[config.mk]
export PLATFORM = sky130hd
export DESIGN_NAME = edge_event_arbiter
export DESIGN_NICKNAME = d
export VERILOG_FILES = /design/src/rtl/edge_arb_pkg.sv /design/src/rtl/edge_arb_ch.sv /design/src/rtl/edge_event_arbiter.sv
export SDC_FILE = /design/constraint.sdc
export NUM_CORES = 1
export LEC_CHECK = 0
export ABC_CLOCK_PERIOD_IN_PS = 2450
export CORE_ASPECT_RATIO = 1.25
export CORE_MARGIN = 2
export CORE_UTILIZATION = 35
export CTS_CLUSTER_DIAMETER = 200
export CTS_CLUSTER_SIZE = 25
export DETAILED_ROUTE_END_ITERATION = 12
export SLEW_MARGIN = 30
export SYNTH_ARGS = -nofsm -noshare
export SYNTH_HDL_FRONTEND = slang
export SYNTH_SLANG_ARGS = --single-unit
[constraint.sdc]
create_clock -name clk -period 2.45 [get_ports clk]
set_input_delay 0.735 -clock clk [delete_from_list [all_inputs] [get_ports clk]]
set_output_delay 0.735 -clock clk [all_outputs]
set_load 0.1 [all_outputs]
[src/rtl/edge_arb_pkg.sv]
// edge_arb_pkg: edge type encodings, default channel count and a constant clog2 for edge_event_arbiter
package edge_arb_pkg;
  localparam logic EVT_FALL = 1'b0;
  localparam logic EVT_RISE = 1'b1;
  localparam int N_CH_DEF = 4;
  function automatic int clog2(input int n);
    int r;
    r = 0;
    while ((1 << r) < n) r++;
    return r;
  endfunction
endpackage

[src/rtl/edge_arb_ch.sv]
// edge_arb_ch: per-channel edge detect, sticky pending events and overflow flag
//   clk, rst    : clock, synchronous active-high reset
//   d_i         : input line, synchronous to clk
//   gnt_i       : arbiter serves this channel this cycle (type given by rise_o)
//   ovf_clr_i   : clear pulse for the overflow flag
//   rise_o      : type served on grant, older one first (EDGE_ARB_FALLING_EN only)
//   req_o       : some event is pending
//   ovf_o       : sticky overflow, an edge merged into an already pending one
// EDGE_ARB_FALLING_EN builds the falling-edge path.
module edge_arb_ch
  import edge_arb_pkg::*;
(
  input  logic clk,
  input  logic rst,
  input  logic d_i,
  input  logic gnt_i,
  input  logic ovf_clr_i,
`ifdef EDGE_ARB_FALLING_EN
  output logic rise_o,
`endif
  output logic req_o,
  output logic ovf_o
);
  logic d_buff_q;
  logic rise_edge;
  logic rise_pend_q, rise_pend_d;
  logic ovf_q, ovf_d, ovf_set;
  assign rise_edge = d_i & ~d_buff_q;
`ifdef EDGE_ARB_FALLING_EN
  logic fall_edge;
  logic fall_pend_q, fall_pend_d;
  logic older_rise_q, older_rise_d;
  logic gnt_rise, gnt_fall;
  assign fall_edge = ~d_i & d_buff_q;
  assign rise_o = rise_pend_q & (~fall_pend_q | older_rise_q);
  assign req_o = rise_pend_q | fall_pend_q;
  assign gnt_rise = gnt_i & rise_o;
  assign gnt_fall = gnt_i & ~rise_o;
  // a new edge sets its bit even when that type is granted now (set beats clear)
  always_comb begin
    rise_pend_d = rise_edge | (rise_pend_q & ~gnt_rise);
    fall_pend_d = fall_edge | (fall_pend_q & ~gnt_fall);
    older_rise_d = (rise_edge & fall_pend_d) ? EVT_FALL :
                   (fall_edge & rise_pend_d) ? EVT_RISE : older_rise_q;
    ovf_set = (rise_edge & rise_pend_q & ~gnt_rise) | (fall_edge & fall_pend_q & ~gnt_fall);
  end
  always_ff @(posedge clk) begin
    if (rst) begin
      fall_pend_q <= 1'b0;
      older_rise_q <= 1'b0;
    end else begin
      fall_pend_q <= fall_pend_d;
      older_rise_q <= older_rise_d;
    end
  end
`else
  assign req_o = rise_pend_q;
  always_comb begin
    rise_pend_d = rise_edge | (rise_pend_q & ~gnt_i);
    ovf_set = rise_edge & rise_pend_q & ~gnt_i;
  end
`endif
  assign ovf_d = ovf_set | (ovf_q & ~ovf_clr_i);
  assign ovf_o = ovf_q;
  always_ff @(posedge clk) begin
    if (rst) begin
      d_buff_q <= 1'b0;
      rise_pend_q <= 1'b0;
      ovf_q <= 1'b0;
    end else begin
      d_buff_q <= d_i;
      rise_pend_q <= rise_pend_d;
      ovf_q <= ovf_d;
    end
  end
endmodule

[src/rtl/edge_event_arbiter.sv]
// edge_event_arbiter: round-robin serialiser of per-channel edge events onto a valid/ready stream
//   clk, rst   : clock, synchronous active-high reset
//   d_i        : N_CH input lines, synchronous to clk
//   evt_valid  : event presented;  evt_ready : consumer accepts it
//   evt_ch     : channel of the event;  evt_rise : 1 rising, 0 falling
//   ovf_o      : sticky per-channel overflow;  ovf_clr_i : per-channel clear
// EDGE_ARB_FALLING_EN adds falling-edge events; otherwise evt_rise is tied to 1.
module edge_event_arbiter
  import edge_arb_pkg::*;
#(
  parameter int N_CH = N_CH_DEF,
  parameter int ID_W = clog2(N_CH)
) (
  input  logic            clk,
  input  logic            rst,
  input  logic [N_CH-1:0] d_i,
  output logic            evt_valid,
  input  logic            evt_ready,
  output logic [ID_W-1:0] evt_ch,
  output logic            evt_rise,
  output logic [N_CH-1:0] ovf_o,
  input  logic [N_CH-1:0] ovf_clr_i
);
  logic [N_CH-1:0] req, gnt;
  logic [ID_W-1:0] rr_ptr_q, rr_ptr_d, evt_ch_q, evt_ch_d, sel;
  logic evt_valid_q, evt_valid_d, found, load, take;
  int idx;
  if (ID_W != clog2(N_CH)) begin : g_bad_id_w
    $error("edge_event_arbiter: ID_W must equal clog2(N_CH)");
  end
`ifdef EDGE_ARB_FALLING_EN
  logic [N_CH-1:0] serve_rise;
  logic evt_rise_q, evt_rise_d;
`endif
  for (genvar c = 0; c < N_CH; c++) begin : g_ch
    edge_arb_ch u_ch (
      .clk       (clk),
      .rst       (rst),
      .d_i       (d_i[c]),
      .gnt_i     (gnt[c]),
      .ovf_clr_i (ovf_clr_i[c]),
`ifdef EDGE_ARB_FALLING_EN
      .rise_o    (serve_rise[c]),
`endif
      .req_o     (req[c]),
      .ovf_o     (ovf_o[c])
    );
  end
  // first requester strictly after rr_ptr, wrapping; rr_ptr itself is checked last
  always_comb begin
    found = 1'b0;
    sel = rr_ptr_q;
    idx = 0;
    for (int i = 1; i <= N_CH; i++) begin
      idx = (int'(rr_ptr_q) + i) % N_CH;
      if (!found && req[ID_W'(idx)]) begin
        found = 1'b1;
        sel = ID_W'(idx);
      end
    end
  end
  assign load = !evt_valid_q || evt_ready;
  assign take = load && found;
  assign gnt = take ? (N_CH'(1) << sel) : '0;
  always_comb begin
    evt_valid_d = load ? found : evt_valid_q;
    evt_ch_d = take ? sel : evt_ch_q;
    rr_ptr_d = take ? sel : rr_ptr_q;
  end
  always_ff @(posedge clk) begin
    if (rst) begin
      evt_valid_q <= 1'b0;
      evt_ch_q <= '0;
      rr_ptr_q <= ID_W'(N_CH - 1);
    end else begin
      evt_valid_q <= evt_valid_d;
      evt_ch_q <= evt_ch_d;
      rr_ptr_q <= rr_ptr_d;
    end
  end
`ifdef EDGE_ARB_FALLING_EN
  assign evt_rise_d = take ? serve_rise[sel] : evt_rise_q;
  always_ff @(posedge clk) begin
    if (rst) evt_rise_q <= EVT_FALL;
    else evt_rise_q <= evt_rise_d;
  end
  assign evt_rise = evt_rise_q;
`else
  assign evt_rise = EVT_RISE;
`endif
  assign evt_valid = evt_valid_q;
  assign evt_ch = evt_ch_q;
endmodule

==> results.cfg <==
[placed_design]
portBuffers = 17
place_area_um2 = 953
routabilityCongestion = 0.733
place_worst_setup_slack_ns = 0.312
hpwl_um = 1200
place_inst = 134

[timing]
finClkSkew_ns = 0.00851
min_period_over_period = 0.732
min_period_ns = 1.79
relSlewSlack = 0.426
max_freq_mhz = 557
finalMaxSlewViolations = 0
tightest_slew_ns = 0.861
setup_tns_ns = 0
setup_viol = 0
hold_viol = 0
rsz0062_at_grt = false
layout_setup_ws_ns = 0.656

[synth]
async_flop_share = 0
ys_warn_count = 0
synthFlopType = dfxtp_1
avgSynthCellArea_um2 = 8.72
syn_inst = 93
ys_types = 28
syn_nets = 104
synthesis.area_um2 = 811
synth.ff_latch_count = 17
synth_edf_count = 0
seq_area_frac_synth = 0.420

[cells_and_area]
layout-drive-gt1-share = 0.159
final_area_um2 = 981
areaGrowthSynthToFinish_pct = 21.0
layoutNonFillerInstCount = 138
fin_nets = 119
diodes = 0

[floorplanning]
core_mm2 = 0.00219
pin_count = 19
fp.dieH_um = 57.8
fp-row-count = 19
fp.dieArea_mm2 = 0.00272
start_util = 0.371
die_w_um = 47.1

[clock_tree]
clock_sinks = 17
clock_latency_ns = 0.30
cts_tree = yes
path_clk_slew_ns = 0.11
ctsHoldBuffers = 0
postCtsResizedCells = 0
h-tree-depth = 1
root_buffer = clkbuf_4
postCtsSetupRepairBufs = 0
cts_buffer_depth = 2
numCtsBuffers = 3

[hold_path]
holdCritPathClass = flip-flop to flip-flop

[run]
maxCapViolations = 0

[pwr]
p_leak_nw = 0.394
power.density_mw_per_mm2 = 831
vdd_drop_max_v = 0.000334
fin_total_pwr_mw = 0.815

[worst_setup_path]
critPathMaxFanout = 11
end_kind = flip-flop
cp-start-kind = input pin
worstSetupPathType = input pin to flip-flop
critPathArrivalTime_ns = 1.96
required_ns = 2.61

[detailed_routing]
wl_met3_um = 60
drtAntennaViolNets = 0
drt_iter0_drc = 14
met2WireLength_um = 791
firstDrtPassIters = 2
wire_per_inst_um = 12.3
num_vias = 677
finalWirelength_um = 1700
drt-met1-wl_um = 789
via_per_inst = 4.91
highest_layer = met4
drc_errors = 0

[grt]
grt-ovfl-total = 0
antenna_found_initial = 0
track_usage = 0.153
grt_max_degree = 12
first_global_vias = 609
grt_pass1_wl_um = 2930

[run_status]
status = finished, final reports clean
placed cells by master, fill, tap and decap left out, types with 2 or more instances in the layout:
cell type,count
a211oi_1,3
a21oi_1,9
a31oi_1,5
buf_4,8
clkbuf_4,3
clkdlybuf4s50_1,10
dfxtp_1,17
inv_1,3
nand2_1,6
nand2b_1,8
nor2_1,6
nor2b_1,6
nor3b_1,4
o21ai_0,3
o311a_1,2
path summary, 6_finish.rpt:
kind	endpoint	start	depth (start not counted)	slack, ns
hold reg to reg	evt_ch[1]$_SDFFE_PP0P_	evt_ch[1]$_SDFFE_PP0P_	2	0.47
hold / removal	evt_ch[1]$_SDFFE_PP0P_	evt_ch[1]$_SDFFE_PP0P_	2	0.47
setup reg to reg	g_ch[3].u_ch.req_o$_SDFF_PP0_	rr_ptr_q[0]$_SDFFE_PP1P_	4	0.67
setup / recovery	g_ch[2].u_ch.ovf_o$_SDFF_PP0_	rst	4	0.66
worst max-delay path, stage by stage:
cell             delay, ns
clkdlybuf4s50_1       0.72
nor3b_1               0.12
nor4bb_1              0.28
a21oi_1               0.10
layer usage:
| metal | up-vias | track usage |
|---|---|---|
| met5 | - | 0 |
| met4 | 0 | 0.107 |
| met3 | 5 | 0.0280 |
| met2 | 15 | 0.217 |
| met1 | 304 | 0.203 |
| li1 | 353 | - |
cells by family (layout without fill, tap and decap cells):
logic type | count (synthesis) | in the layout | synth area share
simple gates | 37 | 37 | 0.275
compound gates | 27 | 27 | 0.218
flops | 17 | 17 | 0.420
buf+inv | 11 | 25 | 0.0833
other cells | 1 | 1 | 0.00463
report_power, final:
part | switching [mW] | internal, mW
clock | 0.0955 | 0.0610
combinational | 0.213 | 0.106
sequential | 0.0297 | 0.309
sequential cells by signal, indices dropped and copies added, names as in the netlist:
register            flops
rr_ptr_q                2
g_ch.u_ch.ovf_o         4
g_ch.u_ch.req_o         4
evt_valid               1
g_ch.u_ch.d_buff_q      4
evt_ch                  2
metrics by stage:
step	hold slack [ns]	util
floorplan	0.524	-
global placement	0.449	0.436
detailed placement	0.462	0.436
CTS	0.477	0.449
global route	0.514	0.449
finish	0.474	0.449
cells in the mapped netlist, types with 2 or more instances:
library cell / n / area [um^2]
o311a_1: 2 / 20.0
a31oi_1: 5 / 31.3
nor2_1: 6 / 22.5
nor2b_1: 6 / 37.5
a211oi_1: 3 / 22.5
nand2b_1: 8 / 50.1
inv_1: 3 / 11.3
dfxtp_1: 17 / 340
buf_4: 5 / 37.5
a21oi_1: 9 / 45.0
clkbuf_1: 2 / 7.51
o21ai_0: 3 / 15.0
nor3b_1: 4 / 30.0
nand2_1: 6 / 22.5
area by class of cell:
| class | count | area (um^2) |
|---|---|---|
| flip-flops and latches | 17 | 340 |
| repair buffers | 18 | 160 |
| fillers | 235 | 1210 |
| clock buffers | 3 | 22.5 |
| inverters | 3 | 11.3 |
| clock inverters | 1 | 5.00 |
| multi-input cells | 65 | 403 |
| well taps | 31 | 38.8 |
Note: power is estimated with default switching activity, not from simulation.
